$ cat config.mk
export PLATFORM = sky130hd
export DESIGN_NAME = fpu_round_pipe
export DESIGN_NICKNAME = d
export VERILOG_FILES = /design/src/rtl/fpu_round_pipe.sv
export SDC_FILE = /design/constraint.sdc
export NUM_CORES = 1
export LEC_CHECK = 0
export ABC_AREA = 0
export BUFFER_PORTS_ARGS = -buffer_cell sky130_fd_sc_hd__buf_2
export CAP_MARGIN = 5
export CORE_MARGIN = 2
export CORE_UTILIZATION = 40
export DETAILED_ROUTE_END_ITERATION = 7
export PLACE_DENSITY_LB_ADDON = 0.1
export SETUP_SLACK_MARGIN = 0.15
export SKIP_LAST_GASP = 1
export SLEW_MARGIN = 20
export SYNTH_ARGS = -nofsm -noshare
export SYNTH_HDL_FRONTEND = slang
export SYNTH_SLANG_ARGS = --single-unit
$ cat constraint.sdc
create_clock -name clk -period 11.4 [get_ports clk]
set_input_delay 0.57 -clock clk [delete_from_list [all_inputs] [get_ports clk]]
set_output_delay 0.57 -clock clk [all_outputs]
set_load 0.005 [all_outputs]
$ cat src/rtl/fpu_round_pipe.sv
`default_nettype none
// ============================================================================
// Module   : fpu_round_pipe
// Purpose  : IEEE-754 double rounding/packing stage behind the multiplier.
//            Stage 1 applies the rounding increment, stage 2 handles carry,
//            denormal promotion, overflow, zero and packing. valid/ready
//            handshake lets the writeback stall the whole pipe.
// Options  : FPU_ROUND_FLUSH_DENORM_EN - flush denormal results to zero.
// Revision : 1.0 - initial release
// ============================================================================
module fpu_round_pipe #(
  parameter int MANT_W = 56,
  parameter int EXP_W  = 12
) (
  input  logic              clk,
  input  logic              rst,
  input  logic              in_valid,
  output logic              in_ready,
  input  logic              sign,
  input  logic [MANT_W-1:0] mantissa_term,
  input  logic [EXP_W-1:0]  exponent_term,
  input  logic [1:0]        round_mode,
  output logic              out_valid,
  input  logic              out_ready,
  output logic [63:0]       out,
  output logic              overflow,
  output logic              underflow,
  output logic              inexact
);

  localparam logic [1:0] c_RM_NEAREST = 2'b00;
  localparam logic [1:0] c_RM_ZERO    = 2'b01;
  localparam logic [1:0] c_RM_POS     = 2'b10;
  localparam logic [1:0] c_RM_NEG     = 2'b11;

  // Headroom bit is always zero from the multiplier; it carries no information.
  logic w_unused;
  assign w_unused = mantissa_term[MANT_W-1];

  logic w_stall;
  logic w_accept;
  assign w_stall   = out_valid & ~out_ready;
  assign in_ready  = ~w_stall;
  assign w_accept  = in_valid & in_ready;

  // ---------------- Stage 1: rounding increment ----------------
  logic [52:0] w_m;
  logic        w_g;
  logic        w_s;
  logic        w_inc;
  logic [53:0] w_sum_d;

  assign w_m = mantissa_term[54:2];
  assign w_g = mantissa_term[1];
  assign w_s = mantissa_term[0];

  // Select the increment for the beat's rounding mode.
  always_comb begin
    w_inc = 1'b0;
    case (round_mode)
      c_RM_NEAREST: w_inc = w_g & (w_s | w_m[0]);
      c_RM_ZERO:    w_inc = 1'b0;
      c_RM_POS:     w_inc = (w_g | w_s) & ~sign;
      c_RM_NEG:     w_inc = (w_g | w_s) & sign;
      default:      w_inc = 1'b0;
    endcase
  end

  assign w_sum_d = {1'b0, w_m} + {53'b0, w_inc};

  logic             v1_q;
  logic [53:0]      sum1_q;
  logic             sign1_q;
  logic [EXP_W-1:0] exp1_q;
  logic [1:0]       mode1_q;
  logic             rx1_q;

  // Stage-1 register: advances whenever the pipe is not stalled.
  always_ff @(posedge clk or posedge rst) begin
    if (rst) begin
      v1_q    <= 1'b0;
      sum1_q  <= '0;
      sign1_q <= 1'b0;
      exp1_q  <= '0;
      mode1_q <= 2'b00;
      rx1_q   <= 1'b0;
    end else if (!w_stall) begin
      v1_q <= in_valid;
      if (w_accept) begin
        sum1_q  <= w_sum_d;
        sign1_q <= sign;
        exp1_q  <= exponent_term;
        mode1_q <= round_mode;
        rx1_q   <= w_g | w_s;
      end
    end
  end

  // ---------------- Stage 2: normalise, classify, pack ----------------
  logic        w_carry;
  logic        w_denorm_up;
  logic [12:0] w_exp_f;
  logic [51:0] w_frac;
  logic        w_ovf;
  logic        w_inf_sel;
  logic [63:0] w_out_d;
  logic        w_ovf_d;
  logic        w_unf_d;
  logic        w_inx_d;

  assign w_carry     = sum1_q[53];
  assign w_denorm_up = (exp1_q == '0) & sum1_q[52];
  assign w_exp_f     = {1'b0, exp1_q} + {12'b0, w_carry} + {12'b0, w_denorm_up};
  assign w_frac      = w_carry ? 52'b0 : sum1_q[51:0];
  assign w_ovf       = (w_exp_f >= 13'd2047) | (exp1_q >= 12'd2047);
  assign w_inf_sel   = (mode1_q == c_RM_NEAREST) |
                       ((mode1_q == c_RM_POS) & ~sign1_q) |
                       ((mode1_q == c_RM_NEG) & sign1_q);

  // Overflow takes priority over zero; sum of zero means m==0 with no increment.
  always_comb begin
    w_out_d = {sign1_q, w_exp_f[10:0], w_frac};
    w_ovf_d = 1'b0;
    w_unf_d = (w_exp_f == 13'd0) & rx1_q;
    w_inx_d = rx1_q;
    if (w_ovf) begin
      w_out_d = w_inf_sel ? {sign1_q, 11'h7FF, 52'b0}
                          : {sign1_q, 11'h7FE, 52'hF_FFFF_FFFF_FFFF};
      w_ovf_d = 1'b1;
      w_unf_d = 1'b0;
      w_inx_d = 1'b1;
    end else if (sum1_q == 54'd0) begin
      w_out_d = {sign1_q, 63'b0};
      w_unf_d = 1'b0;
      w_inx_d = 1'b0;
    end else begin
`ifdef FPU_ROUND_FLUSH_DENORM_EN
      if ((w_exp_f == 13'd0) && (w_frac != 52'd0)) begin
        w_out_d = {sign1_q, 63'b0};
        w_unf_d = 1'b1;
        w_inx_d = 1'b1;
      end
`endif
    end
  end

  logic        vout_q;
  logic [63:0] out_q;
  logic        ovf_q;
  logic        unf_q;
  logic        inx_q;

  // Output register: holds while stalled, otherwise takes stage 1.
  always_ff @(posedge clk or posedge rst) begin
    if (rst) begin
      vout_q <= 1'b0;
      out_q  <= '0;
      ovf_q  <= 1'b0;
      unf_q  <= 1'b0;
      inx_q  <= 1'b0;
    end else if (!w_stall) begin
      vout_q <= v1_q;
      if (v1_q) begin
        out_q <= w_out_d;
        ovf_q <= w_ovf_d;
        unf_q <= w_unf_d;
        inx_q <= w_inx_d;
      end
    end
  end

  assign out_valid = vout_q;
  assign out       = out_q;
  assign overflow  = ovf_q;
  assign underflow = unf_q;
  assign inexact   = inx_q;

endmodule
`default_nettype wire

==> out/metrics.cfg <==
[synthesis]
async_reset_ff_frac=1.00
synth_seq_area_share=0.515
yosys_register_bits=139
post-synth-top-area-cell=dfrtp_1
synth_top_area_frac=0.515
synth.area.top_cells=dfrtp_1 (51%), nand2_1 (4.9%), xor2_1 (4.8%)
synth_warnings=0
syn_nets=724
synthCells=645
syn_area_sq_um=6760
postSynthAreaPerCell_sq_um=10.5
synth_edf_count=0
synth.distinct_cells=51
ys.flop_type=dfrtp_1

[sta]
min_period_ns=4.38
fmax_ghz=0.228
hold_viol=0
tightest_slew_ns=1.05
setup_tns_ns=0
setup_viol=0
grt_setup_unrepaired=no
max_slew_margin=0.297
finClkSkew_ns=0.00875
hold_slack_ns=0.233
layout_worst_path_cycle_share=0.384
drv_slew=0

[worst_hold_path]
hp-class=input pin to async pin

[pwr]
p_per_area_nw_per_um2=200
p_int_mw=1.16
leakagePower_nw=3.59
pwr-share-clk=0.340
p_sw_frac=0.291
power.switching_mw=0.474
seqPwrFrac=0.442
ir_drop_v=0.000105
comb_power_share=0.218

[cells_and_area]
postLayoutCellArea_sq_um=8180
finalNetCount=848
drive_above_1_share=0.284
n_antenna_cell=0
final_cell_mix=buf_2 (142), dfrtp_1 (139), nand2_1 (87)
final_common_cell=buf_2
syn_to_final_growth_pct=21.0

[clock_network]
clock_path_buffers=2
post_cts_buffers=0
clock-sinks=139
cts-resized-gates=0
tritoncts=done
h-tree-depth=4
holdBufCountCts=0
path_clk_slew_ns=0.06
clkLatencyLatePin_ns=0.42
clockRootBuffer=clkbuf_16
cts_made_buffers=17

[setup_path]
critPathMaxStageDelay_ns=0.55
arrival_ns=4.74
crit_type=flip-flop to flip-flop
crit_top_cell=inv_1
cp-end-kind=flip-flop
worstPathRequired_ns=11.75
cp-start-kind=flip-flop
cp_max_fo=43
path_cells=or4_1 > nor2_1 > nand4_1 > fa_1 > inv_1 > ha_1 > inv_1 > nor3_2 > xnor2_1 > a2111o_1 > a211oi_4 > buf_4 > a221o_2
cp_slowest_cell=buf_4

[detailed_routing]
drt_wl_total_mm=17.7
vias=5411
drtIter0Drc=332
viasPerCell=5.41
first_pass_iters=5
ant_nets=0
wl_per_cell_um=17.7
drc_errors=0

[placed_design]
hpwl_mm=12.3
port_buffers=142
post_dp_cell_area_sq_um=7590
finalWeightedCongestion=0.877

[floorplan]
core-area_sq_um=16500
die_h_um=134
initial_utilization=0.409
die_area_sq_um=18000
rows=47
io_pins=144
die_x_um=134

[flow_run]
cap_violations=0

[grt]
grt_pass1_vias=5223
gr-usage-all-layers=0.202
grt_max_degree=116
grt_pass1_wl_mm=28.1
antenna_found_initial=0
gr-total-overflow=0

[status]
outcome=complete, no violations

## metal layers
| metal | global-route usage | vias up | part of all wire |
|---|---|---|---|
| li1 | - | 2611 | - |
| met1 | 0.293 | 2656 | 0.49 |
| met2 | 0.305 | 132 | 0.46 |
| met3 | 0.0412 | 12 | 0.047 |
| met4 | 0.0621 | 0 | 0.0071 |
| met5 | 0 | - | 0 |
## power by group through the flow
stage / registers [mW] / logic, mW / clock network [mW]
3_5_place_dp: 0.729 / 0.362 / 0
5_1_grt: 0.740 / 0.394 / 0.588
4_1_cts: 0.723 / 0.363 / 0.564
2_1_floorplan: 0.709 / 0.206 / 0
3_3_place_gp: 0.725 / 0.354 / 0
6_report: 0.723 / 0.356 / 0.555
## through the flow
stage	util	cells	setup slack [ns]	power [mW]
after floorplan	-	645	7.11	0.914
after detailed placement	0.459	970	7.03	1.09
after global placement	0.459	970	7.07	1.08
final	0.495	1001	7.02	1.63
after global routing	0.495	1001	6.71	1.72
after CTS	0.495	1001	7.00	1.65
## final timing paths
check                                  from    endpoint  slack (ns)  depth (start not counted)
max                               exp1_q[4]     out[45]        7.02                         13
min                                     rst    overflow        0.23                          2
max reg2reg                       exp1_q[4]     out[45]        7.02                         13
min reg2reg                         out[63]     out[63]        0.48                          2
max in group asynchronous               rst  sum1_q[32]        9.79                          3
min in group clk           exponent_term[8]   exp1_q[8]        0.38                          2
## worst max-delay path, delay by kind of cell, from the launching register on
family	cells	cell delay, ns
compound gates	3	1.17
xor+xnor	1	0.14
fa+ha+maj	2	0.79
buf+inv	3	0.75
flops	1	0.49
simple gates	4	0.96
## flip-flops by register name, indices dropped and copies added, names as in the netlist, 2 cells and up
name,cells
exp1_q,12
sum1_q,54
mode1_q,2
out,64
## final cells by class
class                      instances  area, sq um
inverter                          13         53.8
sequential                       139         3480
multi-input combinational        450         3030
clock inverter                    12          149
timing repair buffer             148          756
tap                              220          275
clock buffer                      19          443
fill                            1547         8340
## synth_stat cells (all sizes together), types with 13 or more instances
cell type	instances
buf	17
clkbuf	26
dfrtp	139
nor2	27
nand2	89
nor4	19
nand3	17
xnor2	24
inv	13
a221o	52
o21ai	60
mux2	15
xor2	37
nand4	27
## logic make-up after synthesis
group	after synthesis	synth area share
xor+xnor	61	0.0790
mux	16	0.0265
simple gates	230	0.172
compound gates	139	0.160
flops	139	0.515
buf+inv	56	0.0400
fa+ha+maj	4	0.00851
No activity file was read; power rests on OpenSTA's default activity.
